<file path="config.mk">
export PLATFORM = sky130hd
export DESIGN_NAME = onfi_bus_arbiter_flat
export DESIGN_NICKNAME = d
export VERILOG_FILES = /design/src/rtl/onfi_bus_arbiter_if.sv /design/src/rtl/onfi_bus_arbiter.sv /design/src/flat_wrapper.sv
export SDC_FILE = /design/constraint.sdc
export NUM_CORES = 1
export LEC_CHECK = 0
export BUFFER_PORTS_ARGS = -buffer_cell sky130_fd_sc_hd__buf_2
export CORE_UTILIZATION = 40
export DETAILED_ROUTE_END_ITERATION = 8
export GPL_TIMING_DRIVEN = 0
export PLACE_DENSITY = 0.88
export SYNTH_ARGS = -nofsm -noshare
export SYNTH_HDL_FRONTEND = slang
export SYNTH_SLANG_ARGS = --single-unit
</file>
<file path="constraint.sdc">
create_clock -name onfi_clk -period 2.5 [get_ports onfi_clk]
set_input_delay 0.5 -clock onfi_clk [delete_from_list [all_inputs] [get_ports onfi_clk]]
set_output_delay 0.5 -clock onfi_clk [all_outputs]
set_load 0.05 [all_outputs]
</file>
<file path="src/rtl/onfi_bus_arbiter_if.sv">
// Engine-side request/grant handshake plus the shared ONFI pin set seen by the arbiter.
// master: command engines / pad ring side; slave: the arbiter itself.
interface onfi_bus_arbiter_if #(
  parameter int NUM_REQ = 4,
  parameter int ID_W    = 2
);
  logic                    onfi_rb;
  logic [NUM_REQ-1:0]      req;
  logic [NUM_REQ-1:0]      done;
  logic [NUM_REQ-1:0]      eng_cle;
  logic [NUM_REQ-1:0]      eng_ale;
  logic [NUM_REQ-1:0]      eng_wen;
  logic [NUM_REQ-1:0]      eng_dq_en;
  logic [NUM_REQ-1:0]      eng_dqs_en;
  logic [32*NUM_REQ-1:0]   eng_dq_o;

  logic [NUM_REQ-1:0]      gnt;
  logic                    busy;
  logic                    timeout_err;
  logic [ID_W-1:0]         timeout_id;
  logic                    onfi_cen;
  logic                    onfi_cle;
  logic                    onfi_ale;
  logic                    onfi_wen;
  logic                    onfi_dq_en;
  logic                    onfi_dqs_en;
  logic [31:0]             onfi_dq_o;

  modport master (
    output onfi_rb, req, done, eng_cle, eng_ale, eng_wen, eng_dq_en, eng_dqs_en, eng_dq_o,
    input  gnt, busy, timeout_err, timeout_id,
    input  onfi_cen, onfi_cle, onfi_ale, onfi_wen, onfi_dq_en, onfi_dqs_en, onfi_dq_o
  );

  modport slave (
    input  onfi_rb, req, done, eng_cle, eng_ale, eng_wen, eng_dq_en, eng_dqs_en, eng_dq_o,
    output gnt, busy, timeout_err, timeout_id,
    output onfi_cen, onfi_cle, onfi_ale, onfi_wen, onfi_dq_en, onfi_dqs_en, onfi_dq_o
  );
endinterface

</file>
<file path="src/rtl/onfi_bus_arbiter.sv">
// Round-robin owner of the shared ONFI pins: grant 1 cycle after request, CE# setup, pass-through, watchdog.
// Requests wait while R/B# is busy or another engine owns the bus; 2-cycle minimum gap between grants.
module onfi_bus_arbiter #(
  parameter int NUM_REQ      = 4,
  parameter int ID_W         = 2,
  parameter int TIMEOUT_CYC  = 1024,
  parameter int CS_SETUP_CYC = 1
) (
  input  logic               onfi_clk,
  input  logic               onfi_rst_n,
  onfi_bus_arbiter_if.slave  bus
);

  localparam int CNT_W = $clog2(TIMEOUT_CYC + CS_SETUP_CYC + 1);

  typedef enum logic [1:0] {
    S_IDLE    = 2'd0,
    S_SETUP   = 2'd1,
    S_GRANT   = 2'd2,
    S_RELEASE = 2'd3
  } state_t;

  state_t             state, state_nxt;
  logic [CNT_W-1:0]   cnt, cnt_nxt;
  logic [ID_W-1:0]    owner, owner_nxt;
  logic [ID_W-1:0]    rr_ptr, rr_ptr_nxt;
  logic [NUM_REQ-1:0] gnt_q, gnt_nxt;
  logic               cen_q, cen_nxt;
  logic               terr_q, terr_nxt;
  logic [ID_W-1:0]    tid_q, tid_nxt;

  logic [2*NUM_REQ-1:0] req_dbl;
  logic [NUM_REQ-1:0]   req_rot;
  logic                 pick_vld;
  logic [ID_W-1:0]      pick_id;
  logic                 owner_done;

  // Rotate requests so bit 0 is rr_ptr; the lowest set bit is then the round-robin winner.
  always_comb begin
    req_dbl  = {bus.req, bus.req} >> rr_ptr;
    req_rot  = req_dbl[NUM_REQ-1:0];
    pick_vld = 1'b0;
    pick_id  = '0;
    for (int i = NUM_REQ - 1; i >= 0; i--) begin
      if (req_rot[i]) begin
        pick_vld = 1'b1;
        pick_id  = (int'(rr_ptr) + i >= NUM_REQ) ? ID_W'(int'(rr_ptr) + i - NUM_REQ)
                                                 : ID_W'(int'(rr_ptr) + i);
      end
    end
  end

  assign owner_done = bus.done[owner];

  always_ff @(posedge onfi_clk or negedge onfi_rst_n) begin
    if (!onfi_rst_n) begin
      state  <= S_IDLE;
      cnt    <= '0;
      owner  <= '0;
      rr_ptr <= '0;
      gnt_q  <= '0;
      cen_q  <= 1'b1;
      terr_q <= 1'b0;
      tid_q  <= '0;
    end else begin
      state  <= state_nxt;
      cnt    <= cnt_nxt;
      owner  <= owner_nxt;
      rr_ptr <= rr_ptr_nxt;
      gnt_q  <= gnt_nxt;
      cen_q  <= cen_nxt;
      terr_q <= terr_nxt;
      tid_q  <= tid_nxt;
    end
  end

  always_comb begin
    state_nxt  = state;
    cnt_nxt    = cnt;
    owner_nxt  = owner;
    rr_ptr_nxt = rr_ptr;
    case (state)
      S_IDLE: begin
        if (bus.onfi_rb && pick_vld) begin
          owner_nxt = pick_id;
          cnt_nxt   = '0;
          state_nxt = (CS_SETUP_CYC == 0) ? S_GRANT : S_SETUP;
        end
      end
      S_SETUP: begin
        if (cnt == CNT_W'(CS_SETUP_CYC - 1)) begin
          cnt_nxt   = '0;
          state_nxt = S_GRANT;
        end else begin
          cnt_nxt = cnt + 1'b1;
        end
      end
      S_GRANT: begin
        // A done arriving on the watchdog's last cycle still wins: normal release.
        if (owner_done || cnt == CNT_W'(TIMEOUT_CYC - 1)) begin
          state_nxt = S_RELEASE;
        end else begin
          cnt_nxt = cnt + 1'b1;
        end
      end
      S_RELEASE: begin
        rr_ptr_nxt = (owner == ID_W'(NUM_REQ - 1)) ? '0 : owner + 1'b1;
        state_nxt  = S_IDLE;
      end
      default: state_nxt = S_IDLE;
    endcase
  end

  always_comb begin
    gnt_nxt  = '0;
    cen_nxt  = 1'b1;
    terr_nxt = 1'b0;
    tid_nxt  = tid_q;
    if (state_nxt == S_SETUP || state_nxt == S_GRANT) begin
      gnt_nxt = NUM_REQ'(1) << owner_nxt;
      cen_nxt = 1'b0;
    end
    if (state == S_GRANT && state_nxt == S_RELEASE && !owner_done) begin
      terr_nxt = 1'b1;
      tid_nxt  = owner;
    end

    bus.onfi_cle    = 1'b0;
    bus.onfi_ale    = 1'b0;
    bus.onfi_wen    = 1'b1;
    bus.onfi_dq_en  = 1'b0;
    bus.onfi_dqs_en = 1'b0;
    bus.onfi_dq_o   = '0;
    if (state == S_GRANT) begin
      bus.onfi_cle    = bus.eng_cle[owner];
      bus.onfi_ale    = bus.eng_ale[owner];
      bus.onfi_wen    = bus.eng_wen[owner];
      bus.onfi_dq_en  = bus.eng_dq_en[owner];
      bus.onfi_dqs_en = bus.eng_dqs_en[owner];
      bus.onfi_dq_o   = bus.eng_dq_o[{owner, 5'd0} +: 32];
    end
  end

  assign bus.gnt         = gnt_q;
  assign bus.onfi_cen    = cen_q;
  assign bus.busy        = (state != S_IDLE);
  assign bus.timeout_err = terr_q;
  assign bus.timeout_id  = tid_q;

endmodule

</file>
<file path="src/flat_wrapper.sv">
// flat-port wrapper written by rule: the top's interface ports become plain ports
module onfi_bus_arbiter_flat 
#(
  parameter int NUM_REQ      = 4,
  parameter int ID_W         = 2,
  parameter int TIMEOUT_CYC  = 1024,
  parameter int CS_SETUP_CYC = 1
)
  (onfi_clk, onfi_rst_n, bus_onfi_rb, bus_req, bus_done, bus_eng_cle, bus_eng_ale, bus_eng_wen, bus_eng_dq_en, bus_eng_dqs_en, bus_eng_dq_o, bus_gnt, bus_busy, bus_timeout_err, bus_timeout_id, bus_onfi_cen, bus_onfi_cle, bus_onfi_ale, bus_onfi_wen, bus_onfi_dq_en, bus_onfi_dqs_en, bus_onfi_dq_o);
  onfi_bus_arbiter_if #(.NUM_REQ(NUM_REQ), .ID_W(ID_W)) bus_i ();
  input  logic onfi_clk;
  input  logic onfi_rst_n;
  input wire logic [$bits(bus_i.onfi_rb)-1:0] bus_onfi_rb;
  input wire logic [$bits(bus_i.req)-1:0] bus_req;
  input wire logic [$bits(bus_i.done)-1:0] bus_done;
  input wire logic [$bits(bus_i.eng_cle)-1:0] bus_eng_cle;
  input wire logic [$bits(bus_i.eng_ale)-1:0] bus_eng_ale;
  input wire logic [$bits(bus_i.eng_wen)-1:0] bus_eng_wen;
  input wire logic [$bits(bus_i.eng_dq_en)-1:0] bus_eng_dq_en;
  input wire logic [$bits(bus_i.eng_dqs_en)-1:0] bus_eng_dqs_en;
  input wire logic [$bits(bus_i.eng_dq_o)-1:0] bus_eng_dq_o;
  output wire logic [$bits(bus_i.gnt)-1:0] bus_gnt;
  output wire logic [$bits(bus_i.busy)-1:0] bus_busy;
  output wire logic [$bits(bus_i.timeout_err)-1:0] bus_timeout_err;
  output wire logic [$bits(bus_i.timeout_id)-1:0] bus_timeout_id;
  output wire logic [$bits(bus_i.onfi_cen)-1:0] bus_onfi_cen;
  output wire logic [$bits(bus_i.onfi_cle)-1:0] bus_onfi_cle;
  output wire logic [$bits(bus_i.onfi_ale)-1:0] bus_onfi_ale;
  output wire logic [$bits(bus_i.onfi_wen)-1:0] bus_onfi_wen;
  output wire logic [$bits(bus_i.onfi_dq_en)-1:0] bus_onfi_dq_en;
  output wire logic [$bits(bus_i.onfi_dqs_en)-1:0] bus_onfi_dqs_en;
  output wire logic [$bits(bus_i.onfi_dq_o)-1:0] bus_onfi_dq_o;
  assign bus_i.onfi_rb = bus_onfi_rb;
  assign bus_i.req = bus_req;
  assign bus_i.done = bus_done;
  assign bus_i.eng_cle = bus_eng_cle;
  assign bus_i.eng_ale = bus_eng_ale;
  assign bus_i.eng_wen = bus_eng_wen;
  assign bus_i.eng_dq_en = bus_eng_dq_en;
  assign bus_i.eng_dqs_en = bus_eng_dqs_en;
  assign bus_i.eng_dq_o = bus_eng_dq_o;
  assign bus_gnt = bus_i.gnt;
  assign bus_busy = bus_i.busy;
  assign bus_timeout_err = bus_i.timeout_err;
  assign bus_timeout_id = bus_i.timeout_id;
  assign bus_onfi_cen = bus_i.onfi_cen;
  assign bus_onfi_cle = bus_i.onfi_cle;
  assign bus_onfi_ale = bus_i.onfi_ale;
  assign bus_onfi_wen = bus_i.onfi_wen;
  assign bus_onfi_dq_en = bus_i.onfi_dq_en;
  assign bus_onfi_dqs_en = bus_i.onfi_dqs_en;
  assign bus_onfi_dq_o = bus_i.onfi_dq_o;
  onfi_bus_arbiter #(.NUM_REQ(NUM_REQ), .ID_W(ID_W), .TIMEOUT_CYC(TIMEOUT_CYC), .CS_SETUP_CYC(CS_SETUP_CYC)) u_core (.onfi_clk(onfi_clk), .onfi_rst_n(onfi_rst_n), .bus(bus_i));
endmodule
</file>
# After elaboration in Yosys (flattened, before gate mapping)
# Cells that the tools add are included.
# op_classes
n_addsub	9
magnitude_cmp	5
n_eq_ne	10
shift	3
mux	44
n_reduce_logical	11
# ops
cell	n
128-bit by 8-bit variable part select with 32-bit output	1
11-bit 2-to-1 mux	3
11-bit one-hot mux with 3 select lines	1
32-bit 2-to-1 mux	1
2-bit 2-to-1 mux	14
1-bit 2-to-1 mux	17
1-bit binary-select mux with 2-bit select	6
11-bit by 1-bit adder with 11-bit output, second input constant	1
11-bit by 10-bit == test with 1-bit output, second input constant	1
11-bit logical NOT	1
2-bit == test, second input constant	5
3-bit greater-or-equal comparator, second input constant	3
2-bit one-hot mux with 4 select lines	1
8-bit by 2-bit >> shifter with 4-bit output	1
2-bit by 1-bit subtractor with 2-bit output, second input constant	4
2-bit by 2-bit adder with 3-bit output, second input constant	2
2-bit by 1-bit == test with 1-bit output, second input constant	2
4-bit 2-to-1 mux	1
1-bit by 2-bit left shift with 4-bit output, first input constant	1
2-bit by 1-bit adder with 3-bit output, second input constant	1
2-bit by 3-bit greater-or-equal comparator with 1-bit output, second input constant	1
1-bit logical AND	3
2-bit by 3-bit < comparator with 1-bit output, second input constant	1
3-bit AND reduction	1
8 further kinds	9
# word_totals
ff_bits	25
in_bits	159
out_inout_bits	46
elab_cells	90

# Logic depth before layout (Yosys ltp)
# Gate-level depths: netlist of the first run.
# logic_depth
word_depth	12
depth_mapped	11
mapped_depth_nobuf	10

# Worst setup path after synthesis of the first run
# OpenSTA, ideal clock, no wires.
# synth_path
path_kind	input port to flip-flop
from	in bus_req[2]
to	reg u_core.tid_q[0], in the netlist u_core.bus.timeout_id[0]
setup_time_ns	0.125
arrival_time_ns	2.503
t_required_ns	2.375
slack_ns	-0.127
cell_stages	7
path_buffers	0
path_cell_list	o41ai_1 -> nand2_1 -> a221oi_1 -> ha_1 -> nand2_1 -> nor2_1 -> mux2_2
# synth_between
elab_chain_cells	11
# synth_lines
element	line	text
start: declaration	flat_wrapper.sv:14	input wire logic [$bits(bus_i.req)-1:0] bus_req;
8-bit by 2-bit >> shifter with 4-bit output *	onfi_bus_arbiter.sv:40	req_dbl = {bus.req, bus.req} >> rr_ptr;
1-bit 2-to-1 mux (3 in a row)	onfi_bus_arbiter.sv:45	if (req_rot[i]) begin
1-bit 2-to-1 mux *	onfi_bus_arbiter.sv:45	
1-bit logical AND *	onfi_bus_arbiter.sv:84	if (bus.onfi_rb && pick_vld) begin
2-bit 2-to-1 mux *	onfi_bus_arbiter.sv:84	
2-bit one-hot mux with 4 select lines *	onfi_bus_arbiter.sv:82	case (state)
via u_core.state_nxt[1]	onfi_bus_arbiter.sv:23	state_t state, state_nxt;
2-bit == test *	onfi_bus_arbiter.sv:123	if (state == S_GRANT && state_nxt == S_RELEASE && !owner_done) begin
1-bit logical AND * (2 in a row)	onfi_bus_arbiter.sv:123	
end signal: assignment	onfi_bus_arbiter.sv:73	tid_q <= tid_nxt;
end: declaration	onfi_bus_arbiter.sv:30	logic [ID_W-1:0] tid_q, tid_nxt;
# The timed path passes the listed nets; every way through them passes the cells marked *.
# A chain may end at the register's enable or synchronous reset.

# Worst setup path after layout of the first run
# layout_path
from	reg u_core.state[1]
to	reg u_core.gnt_q[3], in the netlist u_core.bus.gnt[3]
# layout_between
word_cells_on_any_way	14
classes_between	eq/ne (5); shift (1); mux (6); reduce/logical (2)
# layout_rtl
element	line	text
start: declaration	onfi_bus_arbiter.sv:23	
start signal: assignment	onfi_bus_arbiter.sv:66	state <= state_nxt;
2-bit logical NOT	onfi_bus_arbiter.sv:82	
2-bit 2-to-1 mux	onfi_bus_arbiter.sv:82	
via u_core.owner_nxt[0]	onfi_bus_arbiter.sv:25	logic [ID_W-1:0] owner, owner_nxt;
1-bit by 2-bit left shift with 4-bit output	onfi_bus_arbiter.sv:120	gnt_nxt = NUM_REQ'(1) << owner_nxt;
4-bit 2-to-1 mux	onfi_bus_arbiter.sv:119	if (state_nxt == S_SETUP || state_nxt == S_GRANT) begin
via u_core.gnt_nxt[3]	onfi_bus_arbiter.sv:27	logic [NUM_REQ-1:0] gnt_q, gnt_nxt;
end signal: assignment	onfi_bus_arbiter.sv:70	gnt_q <= gnt_nxt;
end: declaration	onfi_bus_arbiter.sv:27	
# The timed path passes the listed nets, and every way through them passes these cells.

==> qor.yml, run 1 <==
dpl.hpwl_mm: 8.62
worst_path_dominant_cell_family: "compound AO/OA/AOI/OAI gates"
max_slew_margin_pct: 45.1
whs_ps: 209
path_cells: "inv_1 > ha_1 > inv_1 > or2_2 > o41ai_1 > nand2_1 > nor2b_1"
row_count: 28
yosysWarnings: 0
portBuffers: 204
cts_made_buffers: 3
cp_max_fo: 6
cp_slowest_cell: "o41ai_1"
overflow: 0
drv_slew: 0
worstMarginPinSlew_ps: 813
grt_usage_pct: 28.4
max_freq_mhz: 398
ir_worst_vdd_v: 0.00106
nets: 615
synth-seq-area-share_pct: 24.4
required_ps: 2700
antenna_found_initial: 2
hp-class: "in -> async"
crit_buf_inv: 2
cpMostUsedCell: "inv_1"
status: "finished with violations"
setup_viol: 1
synthCells: 236
post-route-period-util_pct: 100
ys_seq_elements: 25
synth_flop_cell: "dfrtp_1"
ant_nets: 0
syn-num-nets: 405
drc: 0
cts.path.max_buffers: 2
via_per_inst: 5.77
core_mm2: 0.00606
end_kind: "register"
path_depth: 7
syn_area_per_cell_um2: 10.9
grt_pass1_vias: 2880
initial_core_util_pct: 42.5
path_clk_slew_ps: 80
wl_per_cell_um: 20.4
finalInstanceArea_mm2: 0.00395
fp.dieW_um: 82.2
final_cells: 521
yosysUniqueCellTypes: 41
drtIter0Drc: 194
insertion_delay_ps: 270
grt_pass1_wl_mm: 14.2
cp-start-kind: "register"
worst-setup-path-type: "reg -> reg"
die_h_um: 82.2
root_buffer: "clkbuf_8"
post-synth-top-area-fraction_pct: 33.3
dp_cells: 515
synth_edf_count: 0
reg2regPathDepth: 7
pin_count: 205
period_needed_ps: 2510
htreeDepth: 1
powerDensity_mw_per_mm2: 1200
hold_viol: 0
p_leak_nw: 1.97
place_area_mm2: 0.00370
drt-total-wl_mm: 10.6
drtPass1Iterations: 5
cts_sinks: 25
grt_max_degree: 26
skew_ps: 4.82
synth_area_mm2: 0.00257
synth_area_leaders: "mux4_2, dfrtp_1, and2_1"
vias: 3008
crit_arrival_ps: 2710
setup_tns_ps: -11.5
dp_slack_ps: -572
violations: "setup timing"
synthToLayoutAreaGrowth_pct: 53.6
max_cap_violations: 0
critPathMaxStageDelay_ps: 770
synth_top_cell_by_area: "mux4_2"
postSynth.asyncResetShare_pct: 100
cts_hold_repair.buffers: 0
die_area_mm2: 0.00676
cts_tree: "built"
setup_slack_ps: -11.5
place_congestion: 0.896
drive_above_1_share_pct: 63.4
## layout make-up
type                       instances  area [um^2]
fill                             495         2110
multi-input combinational        182         1930
timing repair buffer             206         1090
sequential                        25          628
buffer                            15          114
tap                               75         93.8
inverter                          13         48.8
clock buffer                       4         45.0
antenna                            1         2.50
## report_power, final
part           leakage (nW)  total [mW]  switching [mW]  internal [mW]
sequential            0.331       0.603          0.0855          0.517
clock                0.0228       0.241           0.127          0.114
combinational          1.62        3.90            2.41           1.49
## kinds of logic after synthesis
kind of cell	share of synthesized area, %
AND/OR/NAND/NOR	20.2
AO/OA/AOI/OAI	11.5
multiplexers	34.6
buffers and inverters	4.52
flip-flops	24.4
adder cells (fa/ha/maj)	4.86
## final timing paths
check,to,slack [ps],startpoint
max in group asynchronous,u_core.state[0]$_DFF_PN0_,1900,onfi_rst_n
worst min register to register,u_core.bus.timeout_id[1]$_DFFE_PN0P_,530,u_core.bus.timeout_id[1]$_DFFE_PN0P_
min in group onfi_clk,u_core.bus.timeout_id[1]$_DFFE_PN0P_,530,u_core.bus.timeout_id[1]$_DFFE_PN0P_
worst max-delay path,u_core.bus.gnt[3]$_DFF_PN0_,-10,u_core.state[1]$_DFF_PN0_
worst max register to register,u_core.bus.gnt[3]$_DFF_PN0_,-10,u_core.state[1]$_DFF_PN0_
worst min-delay path,u_core.bus.gnt[2]$_DFF_PN0_,210,onfi_rst_n
## cell usage after synthesis, types with 2 or more instances
cell type,count
nor4_1,2
o21ai_0,10
a21oi_1,5
mux4_2,38
and3_1,4
nand2_1,9
dfrtp_1,24
buf_1,4
clkbuf_1,11
nor2_1,9
o41ai_1,2
a21boi_0,2
inv_1,13
mux2_2,3
nor2b_1,5
o31ai_1,4
nand4_1,2
a22o_1,5
nor3_1,5
or3_1,2
ha_1,10
and4_1,3
a2bb2oi_1,3
nand3_1,2
and2_1,38
nand2b_1,6
## stage by stage
step | utilization (%) | power (mW)
after global placement | 61.0 | 4.00
final | 65.2 | 4.75
after CTS | 63.2 | 4.47
after global routing | 65.2 | 5.01
after floorplan | - | 3.26
after detailed placement | 61.0 | 4.09
## cell usage in the layout, fill, tap and decap left out, types with 2 or more instances in the layout
cell type	count
clkbuf_4	16
clkbuf_8	4
a22o_1	5
dfrtp_1	23
a2bb2oi_1	3
nor2_1	7
ha_1	7
o21ai_0	10
o31ai_1	4
ha_2	2
nor2b_1	5
nand2b_1	6
nand4_1	2
and3_1	4
mux4_2	38
and2_1	38
nor3_1	2
or3_1	2
nand3_1	2
nor3_2	2
buf_2	186
inv_1	12
and4_1	2
nand2_1	8
a21oi_1	5
clkbuf_1	3
mux2_2	3
nor4_1	2
buf_4	12
buf_6	2
## registers in the layout (all words and copies together) (netlist names)
name	count
u_core.owner	2
u_core.bus.timeout_id	2
u_core.bus.onfi_cen	1
u_core.rr_ptr	2
u_core.cnt	11
u_core.state	2
u_core.bus.gnt	4
u_core.bus.timeout_err	1
## metal layers
layer  up-vias  share of wire, %  track usage [%]
met3        33               9.8             7.36
met5         -             0.085                0
li1       1328                 -                -
met1      1465                36             34.8
met2       180                51             50.1
met4         2               2.2             5.79
## timing repair
| item | CTS | global route |
|---|---|---|
| resized for setup | 33 | 36 |
| endpoints found under the setup margin | 39 | 38 |
| buffers inserted | 0 | 2 |
| pin swaps | 0 | 3 |
Power figures use the tool's default switching activity.
==> run 2: changes to the inputs <==
--- a/config.mk
+++ b/config.mk
@@ -5,11 +5,13 @@
 export SDC_FILE = /design/constraint.sdc
 export NUM_CORES = 1
 export LEC_CHECK = 0
+export ABC_AREA = 1
 export BUFFER_PORTS_ARGS = -buffer_cell sky130_fd_sc_hd__buf_2
-export CORE_UTILIZATION = 40
+export CORE_UTILIZATION = 43
 export DETAILED_ROUTE_END_ITERATION = 8
 export GPL_TIMING_DRIVEN = 0
-export PLACE_DENSITY = 0.88
+export PLACE_DENSITY = 0.93
 export SYNTH_ARGS = -nofsm -noshare
 export SYNTH_HDL_FRONTEND = slang
 export SYNTH_SLANG_ARGS = --single-unit
+export TNS_END_PERCENT = 1
==> run 2 against run 1 <==
Power fell by 4.3%. Area after synthesis rose by 16%. Highest routed layer is now met4. Largest cell class unchanged. Setup slack barely moved. Clock power rose by 2%. Largest power group unchanged. The flow still finishes with violations (setup timing). First-iteration DRC count rose by 48%. Combinational power fell by 5%.
==> qor.yml, run 2 <==
synth_area_leaders: "nor2_1, dfrtp_1, o21ai_0"
synth_area_mm2: 0.00299  # +16%
cp-start-kind: "register"
max_cap_violations: 0  # unchanged
overflow: 0  # unchanged
yosysMostFrequentCell: "nor2_1"
p_leak_nw: 2.26  # +15%
synthToLayoutAreaGrowth_pct: 42.6
drc: 0  # unchanged
synth_common_cells: "nor2_1, o21ai_0, nand2_1"
cp_max_fo: 16  # +10
yosysUniqueCellTypes: 29  # -29%
insertion_delay_ps: 270  # about the same
rsz0062_at_grt: "true"
cp_slowest_cell: "dfrtp_1"
ant_nets: 0  # unchanged
drtIter0Drc: 287  # +48%
multi_input_area_mm2: 0.00211  # +9.5%
final_core_util_pct: 63.1  # -2.2 points
grt_pass1_wl_mm: 18.3  # +29%
setup_slack_ps: -11.1  # +0.393 ps
nets: 897  # +46%
hold_viol: 0  # unchanged
worst_path_dominant_cell_family: "buffers and inverters"
dpl.hpwl_mm: 9.71  # +13%
end_kind: "primary output"
cts_tree: "built"
setup_viol: 1  # unchanged
antenna_found_initial: 0  # -2
violations: "setup timing"
post-route-period-util_pct: 100  # about the same
path_clk_slew_ps: 100  # +20 ps
row_count: 30  # +7.1%
nFillCells: 697  # +41%
ff_latch_area_um2: 627  # -0.20%
synth_flop_cell: "dfrtp_1"
cts_made_buffers: 3  # unchanged
core_mm2: 0.00676  # +11%
post-synth-top-area-fraction_pct: 20.7  # -13 points
via_per_inst: 5.43  # -6.0%
grt_pass1_vias: 3851  # +34%
syn_area_per_cell_um2: 5.74  # -47%
vias: 4382  # +46%
largest_register: "u_core.cnt"
die_h_um: 85.4  # +3.8%
r2r_slack_ps: 480  # +490 ps
die_area_mm2: 0.00729  # +7.8%
final_cell_mix: "buf_2, nor2_1, o21ai_0, nand2_1, a21oi_1"
drtPass1Iterations: 5  # unchanged
skew_ps: 10.7  # +5.92 ps
htreeDepth: 1  # unchanged
final_cells: 807  # +55%
root_buffer: "clkbuf_8"
drv_slew: 0  # unchanged
required_ps: 2000  # -700 ps
hp-class: "in -> async"
layout_commonest_cell: "buf_2"
grt_usage_pct: 31.4  # +3.0 points
status: "finished with violations"
period_needed_ps: 2510  # -0.393 ps
yosysWarnings: 0  # unchanged
portBuffers: 204  # unchanged
pin_count: 205  # unchanged
place_congestion: 0.956  # +6.7%
diodes: 0  # -1
wl_per_cell_um: 14.9  # -27%
synth_top_cell_by_area: "nor2_1"
cts.path.max_buffers: 2  # unchanged
fp.dieW_um: 85.4  # +3.8%
worstMarginPinSlew_ps: 579  # -234 ps
max_freq_mhz: 398  # about the same
ir_worst_vdd_v: 0.000517  # -51%
worst-setup-path-type: "reg -> out"
drt-total-wl_mm: 12.0  # +13%
critPathMaxStageDelay_ps: 450  # -320 ps
powerDensity_mw_per_mm2: 1070  # -11%
crit_buf_inv: 3  # +1
path_cells: "inv_2 > clkbuf_1 > o21ai_0 > a21oi_1 > buf_4"
drive_above_1_share_pct: 35.4  # -28 points
max_slew_margin_pct: 61.4  # +16 points
crit_arrival_ps: 2010  # -700 ps
dp_cells: 805  # +56%
syn-num-nets: 690  # +70%
synth-seq-area-share_pct: 21.0  # -3.4 points
ys_seq_elements: 25  # unchanged
cts_sinks: 25  # unchanged
synthCells: 521  # +120%
initial_core_util_pct: 44.2  # +1.8 points
grt_max_degree: 26  # unchanged
largest_reg_flops: 11  # unchanged
postSynth.asyncResetShare_pct: 100  # unchanged
synth_edf_count: 0  # unchanged
==> run 2: cell type report <==
| cell class | count | area share [%] |
|---|---|---|
| Multi-Input combinational cell | 438 | 49.6 |
| Timing Repair Buffer | 204 | 25.9 |
| Sequential cell | 25 | 14.7 |
| Buffer | 29 | 3.58 |
| Inverter | 27 | 2.73 |
| Tap cell | 80 | 2.35 |
| Clock buffer | 3 | 0.969 |
| Clock inverter | 1 | 0.176 |
==> run 2: kinds of logic after synthesis <==
logic type | synth area share [%]
simple gates | 39.1
compound gates | 25.0
buf+inv | 8.75
flops | 21.0
fa+ha+maj | 4.19
xor+xnor | 2.05
==> run 2: path summary, 6_finish.rpt <==
kind / startpoint / endpoint / depth (start not counted)
min in group onfi_clk: u_core.bus.timeout_id[0]$_DFFE_PN0P_ / u_core.bus.timeout_id[0]$_DFFE_PN0P_ / 2
worst max register to register: u_core.cnt[0]$_DFFE_PN0P_ / u_core.bus.timeout_id[0]$_DFFE_PN0P_ / 13
max in group asynchronous: onfi_rst_n / u_core.bus.onfi_cen$_DFF_PN1_ / 1
worst min register to register: u_core.bus.timeout_id[0]$_DFFE_PN0P_ / u_core.bus.timeout_id[0]$_DFFE_PN0P_ / 2
worst max-delay path: u_core.owner[0]$_DFF_PN0_ / bus_onfi_dq_o[25] / 5
worst min-delay path: onfi_rst_n / u_core.cnt[9]$_DFFE_PN0P_ / 1
==> run 2: report_power, final <==
| part | switching [mW] | internal (mW) | total (mW) |
|---|---|---|---|
| clock | 0.132 | 0.113 | 0.245 |
| combinational | 2.56 | 1.14 | 3.71 |
| sequential | 0.0850 | 0.503 | 0.588 |
==> run 2: repair_timing <==
| action | in CTS | in global routing |
|---|---|---|
| hold buffers | 0 | 0 |
| buffers inserted | 0 | 0 |
| resized for setup | 41 | 7 |
| hold endpoints to repair | 0 | 0 |
| endpoints found under the setup margin | 37 | 36 |
==> run 2: layer usage <==
layer  track usage (%)  share of wire, %  vias up
met3              4.47               9.0       36
met2              55.9                50      234
li1                  -                 -     2118
met5                 0                 0        -
met4              10.3               2.8        0
met1              38.9                38     1994
==> run 2: metrics by stage <==
| stage | worst slack [ps] | TNS [ps] | hold slack (ps) | cell area [um^2] | power [mW] |
|---|---|---|---|---|---|
| 2_1_floorplan | -236 | -7240 | 204 | 2990 | 3.25 |
| 3_3_place_gp | -375 | -9790 | 473 | 4110 | 4.04 |
| 3_5_place_dp | -415 | -11620 | 472 | 4110 | 4.13 |
| 4_1_cts | 14.4 | 0 | 223 | 4250 | 4.48 |
| 5_1_grt | -73.0 | -644 | 258 | 4260 | 4.90 |
| 6_report | -11.1 | -11.1 | 212 | 4260 | 4.54 |
